`config.mk`:
```
export PLATFORM = sky130hd
export DESIGN_NAME = ram_access_ctrl_flat
export DESIGN_NICKNAME = d
export VERILOG_FILES = /design/src/rtl/ram_ctrl_pkg.sv /design/src/rtl/ram_access_ctrl_if.sv /design/src/rtl/ram_access_ctrl.sv /design/src/flat_wrapper.sv
export SDC_FILE = /design/constraint.sdc
export NUM_CORES = 1
export LEC_CHECK = 0
export BUFFER_PORTS_ARGS = -buffer_cell sky130_fd_sc_hd__buf_4
export CAP_MARGIN = 20
export CORE_UTILIZATION = 45
export DETAILED_ROUTE_END_ITERATION = 7
export GPL_ROUTABILITY_DRIVEN = 0
export GPL_TIMING_DRIVEN = 0
export HOLD_SLACK_MARGIN = 0.06
export PLACE_DENSITY = 0.77
export SYNTH_ARGS = -nofsm -noshare
export SYNTH_HDL_FRONTEND = slang
export SYNTH_SLANG_ARGS = --single-unit
```
`constraint.sdc`:
```
create_clock -name clk -period 1.5 [get_ports clk]
set_input_delay 0.075 -clock clk [delete_from_list [all_inputs] [get_ports clk]]
set_output_delay 0.075 -clock clk [all_outputs]
set_load 0.03 [all_outputs]
```
`src/rtl/ram_ctrl_pkg.sv`:
```
// Shared types and default sizes for the RAM access controller.
// Build option: RAM_CLEAR_EN adds the post-reset CLEAR state.
package ram_ctrl_pkg;

  localparam int unsigned DEF_DATA_W = 8;
  localparam int unsigned DEF_ADDR_W = 6;

  typedef enum logic [2:0] {
`ifdef RAM_CLEAR_EN
    ST_CLEAR,
`endif
    ST_IDLE,
    ST_RD_ISSUE,
    ST_RD_WAIT,
    ST_RSP
  } state_e;

endpackage

```
`src/rtl/ram_access_ctrl_if.sv`:
```
// Host request/response and RAM-side signal bundle for ram_access_ctrl.
interface ram_access_ctrl_if #(
  parameter int unsigned DATA_W = 8,
  parameter int unsigned ADDR_W = 6
) ();

  logic              req_valid;
  logic              req_ready;
  logic              req_we;
  logic [ADDR_W-1:0] req_addr;
  logic [DATA_W-1:0] req_wdata;
  logic              rsp_valid;
  logic              rsp_ready;
  logic [DATA_W-1:0] rsp_rdata;
  logic              ram_we;
  logic [ADDR_W-1:0] ram_write_addr;
  logic [DATA_W-1:0] ram_data;
  logic [ADDR_W-1:0] ram_read_addr;
  logic [DATA_W-1:0] ram_q;

  modport slave (
    input  req_valid, req_we, req_addr, req_wdata, rsp_ready, ram_q,
    output req_ready, rsp_valid, rsp_rdata,
    output ram_we, ram_write_addr, ram_data, ram_read_addr
  );

  modport master (
    output req_valid, req_we, req_addr, req_wdata, rsp_ready, ram_q,
    input  req_ready, rsp_valid, rsp_rdata,
    input  ram_we, ram_write_addr, ram_data, ram_read_addr
  );

endinterface

```
`src/rtl/ram_access_ctrl.sv`:
```
// Single-port-style host front end for an external synchronous RAM (1-cycle read).
// Build option: RAM_CLEAR_EN zero-fills the RAM after every reset.
module ram_access_ctrl
  import ram_ctrl_pkg::*;
#(
  parameter int unsigned DATA_W = DEF_DATA_W,
  parameter int unsigned ADDR_W = DEF_ADDR_W
) (
  input  logic                clk,
  input  logic                rst_n,
  ram_access_ctrl_if.slave    bus,
  output logic                busy
);

`ifdef RAM_CLEAR_EN
  localparam state_e RST_STATE = ST_CLEAR;
  logic [ADDR_W-1:0] r_clr_cnt;
`else
  localparam state_e RST_STATE = ST_IDLE;
`endif

  state_e            r_state;
  state_e            w_state_nxt;
  logic              w_wr_acc;
  logic              w_rd_acc;
  logic              r_req_ready;
  logic              r_rsp_valid;
  logic [DATA_W-1:0] r_rsp_rdata;
  logic              r_ram_we;
  logic [ADDR_W-1:0] r_ram_waddr;
  logic [DATA_W-1:0] r_ram_data;
  logic [ADDR_W-1:0] r_ram_raddr;
  logic              r_busy;

  // r_req_ready is only ever set while entering IDLE, so it alone gates acceptance
  assign w_wr_acc = bus.req_valid & r_req_ready & bus.req_we;
  assign w_rd_acc = bus.req_valid & r_req_ready & ~bus.req_we;

  always_ff @(posedge clk or negedge rst_n) begin
    if (!rst_n) r_state <= RST_STATE;
    else        r_state <= w_state_nxt;
  end

  always_comb begin
    w_state_nxt = r_state;
    unique case (r_state)
`ifdef RAM_CLEAR_EN
      ST_CLEAR:    if (r_clr_cnt == {ADDR_W{1'b1}}) w_state_nxt = ST_IDLE;
`endif
      ST_IDLE:     if (w_rd_acc) w_state_nxt = ST_RD_ISSUE;
      ST_RD_ISSUE: w_state_nxt = ST_RD_WAIT;
      ST_RD_WAIT:  w_state_nxt = ST_RSP;
      ST_RSP:      if (bus.rsp_ready) w_state_nxt = ST_IDLE;
      default:     w_state_nxt = ST_IDLE;
    endcase
  end

  // Registered host handshake and RAM-side outputs
  always_ff @(posedge clk or negedge rst_n) begin
    if (!rst_n) begin
      r_req_ready <= 1'b0;
      r_busy      <= 1'b1;
      r_rsp_valid <= 1'b0;
      r_rsp_rdata <= '0;
      r_ram_we    <= 1'b0;
      r_ram_waddr <= '0;
      r_ram_data  <= '0;
      r_ram_raddr <= '0;
`ifdef RAM_CLEAR_EN
      r_clr_cnt   <= '0;
`endif
    end else begin
      r_req_ready <= (w_state_nxt == ST_IDLE);
      r_busy      <= (w_state_nxt != ST_IDLE);
      r_ram_we    <= w_wr_acc;
      if (w_wr_acc) begin
        r_ram_waddr <= bus.req_addr;
        r_ram_data  <= bus.req_wdata;
      end
      if (w_rd_acc) r_ram_raddr <= bus.req_addr;
      if (r_state == ST_RD_WAIT) begin
        r_rsp_valid <= 1'b1;
        r_rsp_rdata <= bus.ram_q;
      end else if (r_state == ST_RSP && bus.rsp_ready) begin
        r_rsp_valid <= 1'b0;
      end
`ifdef RAM_CLEAR_EN
      if (r_state == ST_CLEAR) begin
        r_ram_we    <= 1'b1;
        r_ram_waddr <= r_clr_cnt;
        r_ram_data  <= '0;
        r_clr_cnt   <= r_clr_cnt + ADDR_W'(1);
      end
`endif
    end
  end

  assign bus.req_ready      = r_req_ready;
  assign bus.rsp_valid      = r_rsp_valid;
  assign bus.rsp_rdata      = r_rsp_rdata;
  assign bus.ram_we         = r_ram_we;
  assign bus.ram_write_addr = r_ram_waddr;
  assign bus.ram_data       = r_ram_data;
  assign bus.ram_read_addr  = r_ram_raddr;
  assign busy               = r_busy;

endmodule
```
`src/flat_wrapper.sv`:
```
// flat-port wrapper written by rule: the top's interface ports become plain ports
module ram_access_ctrl_flat import ram_ctrl_pkg::*;
#(
  parameter int unsigned DATA_W = DEF_DATA_W,
  parameter int unsigned ADDR_W = DEF_ADDR_W
)
  (clk, rst_n, busy, bus_req_valid, bus_req_we, bus_req_addr, bus_req_wdata, bus_rsp_ready, bus_ram_q, bus_req_ready, bus_rsp_valid, bus_rsp_rdata, bus_ram_we, bus_ram_write_addr, bus_ram_data, bus_ram_read_addr);
  ram_access_ctrl_if #(.DATA_W(DATA_W), .ADDR_W(ADDR_W)) bus_i ();
  input  logic clk;
  input  logic rst_n;
  output logic busy;
  input wire logic [$bits(bus_i.req_valid)-1:0] bus_req_valid;
  input wire logic [$bits(bus_i.req_we)-1:0] bus_req_we;
  input wire logic [$bits(bus_i.req_addr)-1:0] bus_req_addr;
  input wire logic [$bits(bus_i.req_wdata)-1:0] bus_req_wdata;
  input wire logic [$bits(bus_i.rsp_ready)-1:0] bus_rsp_ready;
  input wire logic [$bits(bus_i.ram_q)-1:0] bus_ram_q;
  output wire logic [$bits(bus_i.req_ready)-1:0] bus_req_ready;
  output wire logic [$bits(bus_i.rsp_valid)-1:0] bus_rsp_valid;
  output wire logic [$bits(bus_i.rsp_rdata)-1:0] bus_rsp_rdata;
  output wire logic [$bits(bus_i.ram_we)-1:0] bus_ram_we;
  output wire logic [$bits(bus_i.ram_write_addr)-1:0] bus_ram_write_addr;
  output wire logic [$bits(bus_i.ram_data)-1:0] bus_ram_data;
  output wire logic [$bits(bus_i.ram_read_addr)-1:0] bus_ram_read_addr;
  assign bus_i.req_valid = bus_req_valid;
  assign bus_i.req_we = bus_req_we;
  assign bus_i.req_addr = bus_req_addr;
  assign bus_i.req_wdata = bus_req_wdata;
  assign bus_i.rsp_ready = bus_rsp_ready;
  assign bus_i.ram_q = bus_ram_q;
  assign bus_req_ready = bus_i.req_ready;
  assign bus_rsp_valid = bus_i.rsp_valid;
  assign bus_rsp_rdata = bus_i.rsp_rdata;
  assign bus_ram_we = bus_i.ram_we;
  assign bus_ram_write_addr = bus_i.ram_write_addr;
  assign bus_ram_data = bus_i.ram_data;
  assign bus_ram_read_addr = bus_i.ram_read_addr;
  ram_access_ctrl #(.DATA_W(DATA_W), .ADDR_W(ADDR_W)) u_core (.clk(clk), .rst_n(rst_n), .bus(bus_i), .busy(busy));
endmodule
```
# Yosys cells after proc, flatten, opt, wreduce, memory -nomap -nowiden
# Index checks and enable logic that the tools add are counted.
[word_totals]
out_inout_bits = 32
regBits = 35
input_bits = 27
elab_cells = 26
[classes]
reduce_logical = 5
eq_ne = 3
n_bitwise = 4
mux = 5
[op_table]
columns = ["op", "n"]
rows = [
  ["$pmux W3 S4", 1],
  ["$eq A3 B2 Y1 const B", 2],
  ["$logic_not A3 Y1", 2],
  ["$mux W3", 2],
  ["$and A1 B1 Y1", 3],
  ["$eq A3 B1 Y1 const B", 1],
  ["$reduce_bool A3 Y1", 1],
  ["$mux W1", 2],
  ["$reduce_bool A2 Y1", 1],
  ["$logic_and A1 B1 Y1", 1],
  ["$not A1 Y1", 1],
]

# Depth between registers and ports, before layout
[depth]
depth_word = 5
depth_mapped = 3
mapped_depth_nobuf = 2

# Worst setup path before layout
# Ideal clock, no wire load.
[synth_timing]
path_kind = "flip-flop to flip-flop"
from = "register u_core.r_req_ready (netlist: u_core.bus.req_ready)"
to = "register u_core.r_ram_data[3] (netlist: u_core.bus.ram_data[3])"
t_arrival_ns = 1.221
n_path_buf = 1
period_less_slack_ns = 1.346
setup_ns = 0.125
t_required_ns = 1.375
path_stages_with_launch = 4
path_slack_ns = 0.154
cell_sequence = "dfrtp_1 -> nand3_2 -> buf_2 -> mux2_2"
[synth_between]
elab_chain_cells = 2
[synth_lines]
columns = ["item", "line_no", "text"]
rows = [
  ["start, declared", "ram_access_ctrl.sv:26", "logic r_req_ready;"],
  ["start signal, assigned", "ram_access_ctrl.sv:73", "r_req_ready <= (w_state_nxt == ST_IDLE);"],
  ["$and A1 B1 Y1 (2 in series)", "ram_access_ctrl.sv:36", "assign w_wr_acc = bus.req_valid & r_req_ready & bus.req_we;"],
  ["end signal, assigned", "ram_access_ctrl.sv:78", "r_ram_data <= bus.req_wdata;"],
  ["end, declared", "ram_access_ctrl.sv:31", "logic [DATA_W-1:0] r_ram_data;"],
]
# No other way between the ends.
# A chain may end at the register's enable or synchronous reset.

# Worst setup path in the final report
[layout_timing]
from = "register u_core.r_state[0]"
to = "register u_core.r_rsp_rdata[0] (netlist: u_core.bus.rsp_rdata[0])"
[layout_between]
elab_chain_cells = 1
[layout_lines]
columns = ["item", "line_no", "text"]
rows = [
  ["start, declared", "ram_access_ctrl.sv:22", "state_e r_state;"],
  ["start signal, assigned", "ram_access_ctrl.sv:41", "else r_state <= w_state_nxt;"],
  ["$eq A3 B2 Y1", "ram_access_ctrl.sv:81", "if (r_state == ST_RD_WAIT) begin"],
  ["end signal, assigned", "ram_access_ctrl.sv:83", "r_rsp_rdata <= bus.ram_q;"],
  ["end, declared", "ram_access_ctrl.sv:28", "logic [DATA_W-1:0] r_rsp_rdata;"],
]
# No other way between the ends.

==> summary by stage <==
Clock tree
The tree is rooted in a sky130_fd_sc_hd__clkbuf_4. The number of H-tree levels is 2. The CTS buffer count is 5. After clock tree synthesis, the clock-pin slew on the worst setup and hold paths is 0.11 ns. The post-cts resize count is 0. The tree built by TritonCTS fans out to 35 sinks. In this run the deepest clock path goes through 2 buffers.

TritonCTS built the clock tree. The clock latency on the worst-skew pair is 0.33 ns.

Floorplanning
The initialized floorplan defines 19 standard-cell rows. The die extent in x is 56.1 µm. The area of the die is 0.00315 mm². Pin placement for this block handled 59 I/O pins. Measured along the y axis, the die boundary spans 56.1 µm. After floorplanning, the core was sized to cover 0.00276 mm². The starting utilization of the core area is 0.477.

Place
The count of port buffers added during placement is 58. The placed instances occupy a cell area of 0.00179 mm². The HPWL reported at the end of detailed placement is 1.83 mm. The number of cells in the design after placement is 168.

Route
The routed design has 2.93 mm of wire. The number of vias in the routed layout is 997. The count of nets left with antenna violations once routing finished came out at 0. The first-iteration detailed-routing DRC count is 18. The final routed wire length divided by cell count is 14.5 µm. The first TritonRoute pass finished after 4 iterations.

In the routed design, unresolved DRC markers number 0. Dividing the detail-routed via count by the number of cells gives 4.94.

Final layout
The net count of the finished layout is 197. Compared with the post-synthesis result, the final layout area differs by 63.8%. The number of diodes is 0. Excluding fillers, the count of instances in the completed layout stands at 202. Fill cells in the final layout number 181. The fraction of layout instances using a drive strength above 1 is 0.591. The summed area of non-filler cells in the final layout is 0.00216 mm².

Critical path
Walking the worst path, the cells encountered are nor3b_4 > mux2_2. The reg-to-reg critical path startpoint is u_core.r_state[0]. The origin of the worst setup path is u_core.r_state[0]. The worst setup path is captured at a flip-flop. The register-to-register path setup slack is 0.09 ns.

The largest individual stage delay along the critical path comes from the cell sky130_fd_sc_hd__dfrtp_1. For the worst setup path, the data arrival time is 1.64 ns. The critical path is of the flip-flop to flip-flop type. STA puts the critical path data required time at 1.72 ns. Along the worst path, the maximum fanout reaches 9. On the worst path, the slowest cell contributes a delay of 0.46 ns.

The category of the worst setup path launch point is a flip-flop.

Global routing
The total routing resource utilization after global routing is 0.209. The overflow left after global routing is 0. The number of antenna violations at the first check in global routing is 0. The first global-routing pass estimated 4.89 mm of wire. The number of global-route vias before repair is 1075. The largest net degree at the start of global routing is 36.

Timing
The total negative setup slack is 0 ns. Dividing the final minimum period by the clock period gives 0.943. Setup violations remaining at the end of the flow were counted as 0.

After layout, the minimum clock period comes to 1.41 ns. Static timing analysis puts the maximum clock frequency at 707 MHz. The max-slew violation total from the final report is 0.

The final hold violation count is 0. Across the routed clock network, the largest skew measured is 0.00432 ns. The hold slack is 0.228 ns.

Setup repair after global routing left no endpoint under its margin.

Logic synthesis
The total of flip-flops plus latches after synthesis is 35. The number of instances in the synthesized netlist is 79. In the synthesized netlist the async set-or-reset flop fraction comes to 1.00. The register area share after synthesis is 0.666. Summing every instance area after synthesis gives 0.00132 mm². In the synthesized netlist the dominant register cell turns out to be sky130_fd_sc_hd__dfrtp_1.

The number of different library cells in the post-synthesis netlist is 18. The number of enable-type register cells in the synthesized netlist is 0. The warning count from the yosys run is 0.

The share of synthesized area in the top cell type comes to 0.646. The cell taking the most area after synthesis is sky130_fd_sc_hd__dfrtp_1. Yosys instantiated no cell more often than sky130_fd_sc_hd__dfrtp_1. A synthesized cell averages 16.7 µm². The synthesized netlist net count is 106. In the synthesized netlist, the cells that appear most often are sky130_fd_sc_hd__dfrtp_1 (34), sky130_fd_sc_hd__mux2_2 (28), sky130_fd_sc_hd__nand3b_1 (2). By area the synthesized netlist is led by sky130_fd_sc_hd__dfrtp_1 (65%), sky130_fd_sc_hd__mux2_2 (24%), sky130_fd_sc_hd__dfstp_2 (2.0%).

Pwr
The share of total power dissipated in sequential elements is 0.387. Across the VDD grid, the largest voltage drop is 1.53 mV. Power spread over the standard cell area amounts to 1550 mW/mm².

The share of total power dissipated in combinational logic is 0.361. Of the total power, the share spent switching nets is 0.332. The total chip power is 3.34 mW. The internal power consumption is 2.23 mW.

The switching power is 1.11 mW. The leakage dissipation is 1.02 nW. Of the total power, the clock network draws 0.252.

Hold path
The min-delay analysis places its worst path in the category input port to asynchronous set/reset pin.

Status
The flow ran to the end, and the final reports show no timing, DRC or antenna violations.

Job
The tool flagged a number of max-cap violations equal to 0.
-- worst paths after layout --
path | endpoint | cells past startpoint
setup / recovery | u_core.bus.rsp_rdata[0] | 2
hold / removal | u_core.bus.rsp_rdata[5] | 2
setup reg to reg | u_core.bus.rsp_rdata[0] | 2
hold reg to reg | u_core.bus.rsp_valid | 1
max in group asynchronous | u_core.busy | 2
min in group clk | u_core.bus.rsp_valid | 1
-- power groups by stage --
stage                     clock network [mW]  registers [mW]  logic (mW)
after global placement                     0            1.29        1.14
after floorplan                            0            1.74       0.231
after global routing                   0.898            1.32        1.26
after CTS                              0.863            1.29        1.21
final                                  0.840            1.29        1.21
after detailed placement                   0            1.31        1.15
-- worst max-delay path: cells and delay by family (launching register included) --
kind	cells	cell delay, ns
and+or+nand+nor	1	0.46
muxes	1	0.40
DFF	1	0.46
-- registers in the layout (all words and copies together) (netlist names), 3 cells and up --
name	count
u_core.bus.ram_data	8
u_core.bus.ram_read_addr	6
u_core.bus.ram_write_addr	6
u_core.bus.rsp_rdata	8
u_core.r_state	3
-- kinds of logic (layout without fill, tap and decap cells) --
logic type,count (synthesis),count (layout),share of synthesized area
compound gates,5,5,0.0314
buf+inv,2,94,0.00665
flops,35,35,0.666
mux,28,28,0.240
other cells,1,1,0.00285
simple gates,8,8,0.0532
-- through the flow --
stage	worst slack, ns	util
finish	0.0856	0.782
global route	0.00720	0.782
CTS	0.0746	0.782
detailed placement	0.0901	0.649
global placement	0.126	0.649
floorplan	0.154	-
-- timing repair --
item                                    CTS  global route
hold buffers                             26             0
endpoints found under the hold margin    65             0
setup buffers                             0             0
endpoints found under the setup margin    0             1
-- routing by layer --
| metal | vias to the layer above | global-route usage | share of wire | wire length (µm) |
|---|---|---|---|---|
| met5 | - | 0 | 0 | 0 |
| met4 | 0 | 0.136 | 0.032 | 93 |
| met3 | 11 | 0.0512 | 0.035 | 104 |
| met2 | 34 | 0.361 | 0.55 | 1620 |
| met1 | 489 | 0.225 | 0.38 | 1120 |
| li1 | 463 | - | - | - |
-- cells in the final DEF, fill, tap and decap left out, drive strengths merged --
cell type	count
nor2	1
a21oi	1
a211oi	1
mux2	28
nor3	1
nor3b	1
nand3	1
clkinvlp	1
clkbuf	5
a21o	1
dfrtp	34
and3	1
nand3b	2
nand4bb	1
dlygate4sd3	26
a211o	1
inv	1
a21bo	1
bufinv	2
conb	1
dfstp	1
buf	59
-- layout make-up --
class                   count  area [µm²]  area share
plain buffers               1        5.00     0.00232
clock buffers               5        37.5      0.0174
clock inverters             3        67.6      0.0313
inverters                   1        3.75     0.00174
multi-input cells          42         430       0.200
flip-flops and latches     35         877       0.407
well taps                  31        38.8      0.0180
repair buffers             84         696       0.323
Note: power is estimated with default switching activity, not from simulation.
